**config.mk**
```make
export PLATFORM = sky130hd
export DESIGN_NAME = hazard_pipe_ctrl
export DESIGN_NICKNAME = d
export VERILOG_FILES = /design/src/rtl/hazard_pipe_ctrl_pkg.sv /design/src/rtl/hazard_pipe_ctrl_stage_reg.sv /design/src/rtl/hazard_pipe_ctrl.sv
export SDC_FILE = /design/constraint.sdc
export NUM_CORES = 1
export LEC_CHECK = 0
export ABC_AREA = 0
export CORE_ASPECT_RATIO = 1.5
export CORE_MARGIN = 2
export CORE_UTILIZATION = 25
export CTS_BUF_LIST = sky130_fd_sc_hd__clkbuf_16
export DETAILED_ROUTE_END_ITERATION = 10
export GPL_ROUTABILITY_DRIVEN = 0
export REMOVE_ABC_BUFFERS = 1
export SLEW_MARGIN = 20
export SYNTH_ARGS = -nofsm -noshare
export SYNTH_HDL_FRONTEND = slang
export SYNTH_SLANG_ARGS = --single-unit
```
**constraint.sdc**
```tcl
create_clock -name clk -period 2 [get_ports clk]
set_clock_uncertainty 0.05 [all_clocks]
set_input_delay 0.4 -clock clk [delete_from_list [all_inputs] [get_ports clk]]
set_output_delay 0.4 -clock clk [all_outputs]
set_load 0.05 [all_outputs]
```
**src/rtl/hazard_pipe_ctrl_pkg.sv**
```systemverilog
// ============================================================================
// Module      : hazard_pkg
// Description : Shared constants for the hazard / control-pipeline block.
// Revision    : 1.0 - initial release
// ============================================================================
`default_nettype none

package hazard_pkg;

  localparam int unsigned DEF_REG_ADDR_W = 5;

  // Holds the remaining flush count, up to FLUSH_CYCLES-1 = 3.
  localparam int unsigned FLUSH_CNT_W = 2;

  localparam logic [0:0] ST_RUN   = 1'b0;
  localparam logic [0:0] ST_FLUSH = 1'b1;

  typedef struct packed {
    logic regWrite;
    logic memRead;
  } ctrlBits_t;

  localparam ctrlBits_t CTRL_BUBBLE = '{regWrite: 1'b0, memRead: 1'b0};

endpackage

`default_nettype wire

```
**src/rtl/hazard_pipe_ctrl_stage_reg.sv**
```systemverilog
// ============================================================================
// Module      : ctrl_stage_reg
// Description : One pipeline stage register with hold and bubble controls.
// Revision    : 1.0 - initial release
// ============================================================================
`default_nettype none

module ctrl_stage_reg
  import hazard_pkg::*;
#(
  parameter int unsigned REG_ADDR_W = DEF_REG_ADDR_W
) (
  input  logic                  clk,
  input  logic                  rst_n,
  input  logic                  i_hold,
  input  logic                  i_bubble,
  input  logic [REG_ADDR_W-1:0] i_rs1,
  input  logic [REG_ADDR_W-1:0] i_rs2,
  input  logic [REG_ADDR_W-1:0] i_rd,
  input  logic                  i_regWrite,
  input  logic                  i_memRead,
  output logic [REG_ADDR_W-1:0] o_rs1,
  output logic [REG_ADDR_W-1:0] o_rs2,
  output logic [REG_ADDR_W-1:0] o_rd,
  output logic                  o_regWrite,
  output logic                  o_memRead
);

  logic [REG_ADDR_W-1:0] r_rs1;
  logic [REG_ADDR_W-1:0] r_rs2;
  logic [REG_ADDR_W-1:0] r_rd;
  ctrlBits_t             r_ctrl;

  // Hold wins over bubble: a frozen stage keeps its contents untouched.
  always_ff @(posedge clk or negedge rst_n) begin
    if (!rst_n) begin
      r_rs1  <= '0;
      r_rs2  <= '0;
      r_rd   <= '0;
      r_ctrl <= CTRL_BUBBLE;
    end else if (!i_hold) begin
      if (i_bubble) begin
        r_rs1  <= '0;
        r_rs2  <= '0;
        r_rd   <= '0;
        r_ctrl <= CTRL_BUBBLE;
      end else begin
        r_rs1  <= i_rs1;
        r_rs2  <= i_rs2;
        r_rd   <= i_rd;
        r_ctrl <= '{regWrite: i_regWrite, memRead: i_memRead};
      end
    end
  end

  assign o_rs1      = r_rs1;
  assign o_rs2      = r_rs2;
  assign o_rd       = r_rd;
  assign o_regWrite = r_ctrl.regWrite;
  assign o_memRead  = r_ctrl.memRead;

endmodule

`default_nettype wire

```
**src/rtl/hazard_pipe_ctrl.sv**
```systemverilog
// ============================================================================
// Module      : hazard_pipe_ctrl
// Description : Load-use / branch-flush / memory-freeze hazard control with
//               ID/EX, EX/MEM and MEM/WB control-field pipeline.
// Revision    : 1.0 - initial release
// ============================================================================
`default_nettype none

module hazard_pipe_ctrl
  import hazard_pkg::*;
#(
  parameter int unsigned REG_ADDR_W   = DEF_REG_ADDR_W,
  parameter int unsigned FLUSH_CYCLES = 1,
  parameter int unsigned STALL_CNT_W  = 16
) (
  input  logic                   clk,
  input  logic                   rst_n,
  input  logic [REG_ADDR_W-1:0]  IF_ID_RegisterRs1,
  input  logic [REG_ADDR_W-1:0]  IF_ID_RegisterRs2,
  input  logic [REG_ADDR_W-1:0]  IF_ID_RegisterRd,
  input  logic                   IF_ID_UsesRs1,
  input  logic                   IF_ID_UsesRs2,
  input  logic                   IF_ID_RegWrite,
  input  logic                   IF_ID_MemRead,
  input  logic                   branch_taken,
  input  logic                   mem_busy,
  output logic [REG_ADDR_W-1:0]  ID_EX_RegisterRs1,
  output logic [REG_ADDR_W-1:0]  ID_EX_RegisterRs2,
  output logic [REG_ADDR_W-1:0]  ID_EX_RegisterRd,
  output logic                   ID_EX_RegWrite,
  output logic                   ID_EX_MemRead,
  output logic [REG_ADDR_W-1:0]  EX_MEM_RegisterRd,
  output logic                   EX_MEM_RegWrite,
  output logic [REG_ADDR_W-1:0]  MEM_WB_RegisterRd,
  output logic                   MEM_WB_RegWrite,
  output logic                   pc_write,
  output logic                   if_id_write,
  output logic                   if_id_flush,
  output logic [STALL_CNT_W-1:0] stall_count
);

  localparam logic [FLUSH_CNT_W-1:0] C_FLUSH_LOAD = FLUSH_CNT_W'(FLUSH_CYCLES - 1);

  logic [0:0]             r_state;
  logic [0:0]             w_nextState;
  logic [FLUSH_CNT_W-1:0] r_cnt;
  logic [FLUSH_CNT_W-1:0] w_nextCnt;
  logic [STALL_CNT_W-1:0] r_stallCnt;

  logic w_loadUse;
  logic w_hold;
  logic w_bubble;
  logic w_stallInc;

  logic [REG_ADDR_W-1:0] w_unusedExRs1;
  logic [REG_ADDR_W-1:0] w_unusedExRs2;
  logic                  w_unusedExMemRead;
  logic [REG_ADDR_W-1:0] w_unusedWbRs1;
  logic [REG_ADDR_W-1:0] w_unusedWbRs2;
  logic                  w_unusedWbMemRead;

  assign w_loadUse = ID_EX_MemRead && (ID_EX_RegisterRd != '0) &&
                     ((IF_ID_UsesRs1 && (ID_EX_RegisterRd == IF_ID_RegisterRs1)) ||
                      (IF_ID_UsesRs2 && (ID_EX_RegisterRd == IF_ID_RegisterRs2)));

  always_ff @(posedge clk or negedge rst_n) begin
    if (!rst_n) begin
      r_state <= ST_RUN;
      r_cnt   <= '0;
    end else begin
      r_state <= w_nextState;
      r_cnt   <= w_nextCnt;
    end
  end

  // A branch during FLUSH reloads the count, restarting the bubble train.
  always_comb begin
    w_nextState = r_state;
    w_nextCnt   = r_cnt;
    if (!mem_busy) begin
      if (branch_taken) begin
        if (FLUSH_CYCLES > 1) begin
          w_nextState = ST_FLUSH;
          w_nextCnt   = C_FLUSH_LOAD;
        end else begin
          w_nextState = ST_RUN;
          w_nextCnt   = '0;
        end
      end else if (r_state == ST_FLUSH) begin
        if (r_cnt <= FLUSH_CNT_W'(1)) begin
          w_nextState = ST_RUN;
          w_nextCnt   = '0;
        end else begin
          w_nextCnt = r_cnt - 1'b1;
        end
      end
    end
  end

  always_comb begin
    pc_write    = 1'b0;
    if_id_write = 1'b0;
    if_id_flush = 1'b0;
    w_hold      = 1'b1;
    w_bubble    = 1'b0;
    w_stallInc  = 1'b0;
    if (rst_n && !mem_busy) begin
      w_hold = 1'b0;
      if (branch_taken || (r_state == ST_FLUSH)) begin
        pc_write    = 1'b1;
        if_id_write = 1'b1;
        if_id_flush = 1'b1;
        w_bubble    = 1'b1;
      end else if (w_loadUse) begin
        w_bubble   = 1'b1;
        w_stallInc = 1'b1;
      end else begin
        pc_write    = 1'b1;
        if_id_write = 1'b1;
      end
    end
  end

  always_ff @(posedge clk or negedge rst_n) begin
    if (!rst_n) begin
      r_stallCnt <= '0;
    end else if (w_stallInc && (r_stallCnt != {STALL_CNT_W{1'b1}})) begin
      r_stallCnt <= r_stallCnt + 1'b1;
    end
  end

  assign stall_count = r_stallCnt;

  ctrl_stage_reg #(.REG_ADDR_W(REG_ADDR_W)) u_idEx (
    .clk        (clk),
    .rst_n      (rst_n),
    .i_hold     (w_hold),
    .i_bubble   (w_bubble),
    .i_rs1      (IF_ID_RegisterRs1),
    .i_rs2      (IF_ID_RegisterRs2),
    .i_rd       (IF_ID_RegisterRd),
    .i_regWrite (IF_ID_RegWrite),
    .i_memRead  (IF_ID_MemRead),
    .o_rs1      (ID_EX_RegisterRs1),
    .o_rs2      (ID_EX_RegisterRs2),
    .o_rd       (ID_EX_RegisterRd),
    .o_regWrite (ID_EX_RegWrite),
    .o_memRead  (ID_EX_MemRead)
  );

  // Later stages only need Rd/RegWrite; bubbles drain through them unchanged.
  ctrl_stage_reg #(.REG_ADDR_W(REG_ADDR_W)) u_exMem (
    .clk        (clk),
    .rst_n      (rst_n),
    .i_hold     (w_hold),
    .i_bubble   (1'b0),
    .i_rs1      ('0),
    .i_rs2      ('0),
    .i_rd       (ID_EX_RegisterRd),
    .i_regWrite (ID_EX_RegWrite),
    .i_memRead  (1'b0),
    .o_rs1      (w_unusedExRs1),
    .o_rs2      (w_unusedExRs2),
    .o_rd       (EX_MEM_RegisterRd),
    .o_regWrite (EX_MEM_RegWrite),
    .o_memRead  (w_unusedExMemRead)
  );

  ctrl_stage_reg #(.REG_ADDR_W(REG_ADDR_W)) u_memWb (
    .clk        (clk),
    .rst_n      (rst_n),
    .i_hold     (w_hold),
    .i_bubble   (1'b0),
    .i_rs1      ('0),
    .i_rs2      ('0),
    .i_rd       (EX_MEM_RegisterRd),
    .i_regWrite (EX_MEM_RegWrite),
    .i_memRead  (1'b0),
    .o_rs1      (w_unusedWbRs1),
    .o_rs2      (w_unusedWbRs2),
    .o_rd       (MEM_WB_RegisterRd),
    .o_regWrite (MEM_WB_RegWrite),
    .o_memRead  (w_unusedWbMemRead)
  );

endmodule

`default_nettype wire

```
---- Word-level counts from Yosys, hierarchy flattened ----
Cells that the tools add are included.
storage, ports and cells
  input port bits ......................... 23
  word-level logic and storage cells ...... 51
  output and inout bits ................... 48
  register bits after elaboration ......... 48
operators by class
  add/sub/neg operators ................... 2
  mux-type cells .......................... 20
  equal/unequal tests ..................... 3
  bitwise gates (word level) .............. 1
  reductions and logical operators ........ 12
  order comparisons ....................... 1
operators with widths
  kind                   number
  $add 16x1->16 const B  1
  $ne 16x16->1 const B   1
  $mux 5                 3
  $mux 1                 13
  $eq 5x5->1             2
  $mux 2                 4
  $logic_and 1x1->1      6
  $reduce_bool 5->1      1
  $le 2x1->1 const B     1
  $logic_or 1x1->1       2
  $reduce_and 2->1       1
  $reduce_bool 2->1      1
  $sub 2x1->2 const B    1
  $logic_not 1->1        1
  $not 1->1              1

---- Longest topological paths before layout ----
  depth in word-level cells ............... 8
  gate-level depth with buffers ........... 7
  mapped depth without buffers ............ 6

---- Hierarchy ----
Synthesis repeated with hierarchy kept, for this count alone.
unflattened totals
  cell total of the unflattened synthesis .. 334
  area, all modules ....................... 3,331.9 um2
modules (own cells, without submodules)
  module            sequential area each (um2)  instances  cells each  area an instance (um2)
  ctrl_stage_reg    425.4                       3          72          734.5
  hazard_pipe_ctrl  475.5                       1          118         1,128.6

---- Worst setup path after synthesis ----
Ideal clock, no wire load.
  kind .................................... register to output
  from .................................... reg u_idEx.r_rd[0] (netlist: u_idEx.o_rd[0])
  to ...................................... out pc_write
  required time ........................... 1.550 ns
  path buffers ............................ 3
  arrival time ............................ 2.693 ns
  stages on the path, launching flop included .. 8
  path slack .............................. -1.143 ns
  cells stage by stage .................... dfrtp_1 buf_2 xnor2_1 nand4_1 o22ai_2 buf_2 a31oi_1 buf_4
between the ends
  longest elaborated chain between the ends .. 7
  elaborated cells between the ends (all ways) .. 11
  those cells by class .................... eq/ne (2); mux (3); reduce/logical (6)
RTL lines
  item                                         line                                            RTL
  start: declaration                           hazard_pipe_ctrl_stage_reg.sv:31                logic [REG_ADDR_W-1:0] r_rd;
  start signal: assignment                     hazard_pipe_ctrl_stage_reg.sv:50                r_rd <= i_rd;
  $eq 5x5->1, on equally long branches         hazard_pipe_ctrl.sv:63, hazard_pipe_ctrl.sv:64
  $logic_and 1x1->1, on equally long branches  hazard_pipe_ctrl.sv:63, hazard_pipe_ctrl.sv:64
  $logic_or 1x1->1                             hazard_pipe_ctrl.sv:63                          ((IF_ID_UsesRs1 && (ID_EX_RegisterRd == IF_ID_RegisterRs1)) ||
  $logic_and 1x1->1 *                          hazard_pipe_ctrl.sv:62                          assign w_loadUse = ID_EX_MemRead && (ID_EX_RegisterRd != '0) &&
  $mux 1 * (3 in series)                       -
  end: declaration                             hazard_pipe_ctrl.sv:36                          output logic pc_write,
Mark *: on every way between the ends. The rest lies on a longest branch, timed or not.

---- Final worst setup path ----
  from .................................... reg u_idEx.r_rd[4] (netlist: u_idEx.o_rd[4])
  to ...................................... out pc_write
between the ends
  longest elaborated chain between the ends .. 7
  elaborated cells between the ends (all ways) .. 11
  those cells by class .................... eq/ne (2); mux (3); reduce/logical (6)
RTL lines
  item                                         line                                            RTL
  $eq 5x5->1, on equally long branches         hazard_pipe_ctrl.sv:63, hazard_pipe_ctrl.sv:64
  $logic_and 1x1->1, on equally long branches  hazard_pipe_ctrl.sv:63, hazard_pipe_ctrl.sv:64
  $logic_or 1x1->1                             hazard_pipe_ctrl.sv:63
  $logic_and 1x1->1 *                          hazard_pipe_ctrl.sv:62
  $mux 1 *                                     hazard_pipe_ctrl.sv:114                         end else if (w_loadUse) begin
  $mux 1 *                                     hazard_pipe_ctrl.sv:109                         if (branch_taken || (r_state == ST_FLUSH)) begin
  $mux 1 *                                     hazard_pipe_ctrl.sv:107                         if (rst_n && !mem_busy) begin
Marked as above.

==> results.sh <==
export IMPL_rr_startpoint="u_idEx.o_rd[4]"
export IMPL_synthArstFlopShare_pct=100
export IMPL_violations="setup timing"
export IMPL_final_util_pct=40.6
export IMPL_cp_max_fo=2
export IMPL_regArea_um2=1200
export IMPL_synth_area_leader_cell="dfrtp_1"
export IMPL_place_ws_ns=-0.397
export IMPL_postCtsHoldBufs=0
export IMPL_ys_types=36
export IMPL_avgSynthCellArea_um2=11.9
export IMPL_p_seq_share_pct=38.3
export IMPL_clockRootBuffer="clkbuf_16"
export IMPL_synth_area_um2=2240
export IMPL_ys_top_cells_by_count="48 x dfrtp_1, 22 x xnor2_1, 17 x a22o_1"
export IMPL_min_period_ns=2.29
export IMPL_setup_ws_ns=-0.288
export IMPL_clock_sinks=48
export IMPL_finalHoldViolCount=0
export IMPL_design_area_um2=3570
export IMPL_slew_headroom_pct=59.5
export IMPL_outcome="complete, but fails checks"
export IMPL_grt_max_degree=49
export IMPL_clk_latency_ns=0.28
export IMPL_fin_setup_tns_ns=-0.850
export IMPL_ant_nets=0
export IMPL_min_period_over_period_pct=114
export IMPL_p_int_mw=1.99
export IMPL_cts_buffers=5
export IMPL_fillers=840
export IMPL_dr_pass1_iters=4
export IMPL_synth_edf_count=0
export IMPL_ir_worst_vdd_mv=0.381
export IMPL_rr_endpoint="stall_count[11]"
export IMPL_cp_required_ns=1.55
export IMPL_pwr_density_cell_nw_per_um2=812
export IMPL_rows=42
export IMPL_switching_share_pct=31.2
export IMPL_r2r_cells=7
export IMPL_hp_class="input pin to asynchronous set/reset pin"
export IMPL_drt_iter0_drc=44
export IMPL_routed_wl_um=6110
export IMPL_crit_path_start_kind="flop"
export IMPL_antenna_found_initial=0
export IMPL_htree_levels=2
export IMPL_grt_first_pass_wirelength_um=9680
export IMPL_overflow=0
export IMPL_ys_top_cells_by_area="dfrtp_1 54%, xnor2_1 8.6%, a22o_1 6.6%"
export IMPL_p_comb_share_pct=29.5
export IMPL_synth_top_area_share_pct=53.5
export IMPL_multiInputGateArea_um2=1070
export IMPL_placed_cell_area_um2=3260
export IMPL_die_x_um=81.4
export IMPL_routedWlPerCell_um=15.1
export IMPL_p_sw_uw=904
export IMPL_die_height_um=120
export IMPL_setup_viol=8
export IMPL_dp_hpwl_um=4540
export IMPL_arrival_ns=1.84
export IMPL_critical_path_class="flop to output port"
export IMPL_cts_tree="built"
export IMPL_drc_errors=0
export IMPL_r2r_slack_ns=-0.11
export IMPL_dieArea_um2=9770
export IMPL_area_growth_pct=58.9
export IMPL_power_frac_clock_pct=32.3
export IMPL_drive_above_1_share_pct=33.9
export IMPL_start_util_pct=25.6
export IMPL_num_antenna_cells=0
export IMPL_synth_seq_cells=48
export IMPL_numPortBuffers=70
export IMPL_maxCapViolations=0
export IMPL_synthFlopType="dfrtp_1"
export IMPL_grt_pass1_vias=2023
export IMPL_syn_inst=189
export IMPL_slew_violations=0
export IMPL_routed_via_density=4.74
export IMPL_max_freq_ghz=0.437
export IMPL_fp_coreArea_um2=8780
export IMPL_tightest_slew_ns=0.608
export IMPL_seq_area_frac_synth_pct=53.5
export IMPL_yosysMostFrequentCell="dfrtp_1"
export IMPL_fin_nets=318
export IMPL_p_leak_nw=1.58
export IMPL_cts_max_path_buffers=2
export IMPL_gr_usage_all_layers_pct=12.9
export IMPL_rsz0062_at_grt="true"
export IMPL_ys_warn_count=0
export IMPL_vias=1918
export IMPL_end_kind="output port"
export IMPL_io_pins=71
export IMPL_clk_pin_slew_worst_paths_ns=0.06
## area by class of cell
type                       count  area share, %
tap                          110           3.86
sequential                    48           33.7
clock buffer                   5           3.51
multi-input combinational    131           30.0
timing repair buffer         106           27.5
clock inverter                 3           1.19
inverter                       2          0.211
## layer usage
layer	wire length [um]	share of wire, %	vias to the layer above	track usage (%)
met1	2420	40	946	14.3
li1	-	-	907	-
met4	59	0.97	0	3.71
met2	3250	53	59	23.6
met3	385	6.3	6	3.08
met5	0	0	-	0
## critical path: stages, from the launching register on
cell,delay [ns]
dfrtp_1,0.38
or4_4,0.55
o21a_4,0.22
a31oi_4,0.23
buf_12,0.18
## how the worst max path moves through the flow
| stage | from | endpoint | slack [ns] |
|---|---|---|---|
| floorplan | u_idEx.o_rd[1] | if_id_write | -1.46 |
| global placement | IF_ID_RegisterRs1[1] | pc_write | -0.42 |
| detailed placement | IF_ID_RegisterRs1[4] | pc_write | -0.40 |
| CTS | u_idEx.o_rd[4] | pc_write | -0.31 |
| global route | u_idEx.o_rd[4] | if_id_write | -0.35 |
| finish | u_idEx.o_rd[4] | pc_write | -0.29 |
## registers in the layout (all words and copies together) (netlist names)
name	cells
u_exMem.o_regWrite	1
u_memWb.o_rd	5
u_idEx.o_memRead	1
u_idEx.o_rd	5
u_memWb.o_regWrite	1
r_cnt	2
stall_count	16
u_exMem.o_rd	5
r_state	1
u_idEx.o_rs2	5
u_idEx.o_regWrite	1
u_idEx.o_rs1	5
## per-stage QoR
stage,cells,total power [mW],hold WS [ns]
final,405,2.89,0.233
after detailed placement,393,1.96,0.441
after global routing,405,3.03,0.302
after CTS,404,2.93,0.261
after floorplan,181,1.59,0.0544
after global placement,393,1.94,0.439
## what timing repair did
action	in CTS	in global routing
buffers inserted	4	1
gates resized for setup	9	14
pin swaps	6	24
setup endpoints to repair	22	14
## cells in the final DEF, fill, tap and decap left out, drive strengths merged, types with 2 or more instances in the layout
master         synthesis  layout
inv                    2       2
dfrtp                 48      48
dlygate4sd2            0       3
clkbuf                 3       5
nand2                 13      13
o21ai                  4       4
nand2b                 2       2
or2                    2       2
clkdlybuf4s50          0      39
and3                   4       4
nor4                   7       7
o21a                   3       3
nor2                   6       6
nor4b                  2       2
nor3                   3       3
mux2                  16      16
clkinv                 0       2
xnor2                 22      22
nand3                 10      10
a22o                  17      17
buf                    5      62
a21oi                  4       4
dlymetal6s2s           0       2
nand4                  9       9
## kinds of logic after synthesis
| logic type | Yosys count | share of synthesized area [%] |
|---|---|---|
| fa+ha+maj | 1 | 0.557 |
| compound gates | 30 | 11.6 |
| flops | 48 | 53.5 |
| buf+inv | 10 | 2.29 |
| simple gates | 62 | 15.4 |
| mux | 16 | 8.03 |
| xor+xnor | 22 | 8.58 |
## power by group through the flow
stage	combinational (mW)	sequential (mW)	clock (mW)
finish	0.853	1.11	0.934
CTS	0.845	1.11	0.975
global route	0.897	1.12	1.02
global placement	0.821	1.12	0
detailed placement	0.829	1.13	0
floorplan	0.167	1.43	0
Note: power is estimated with default switching activity, not from simulation.
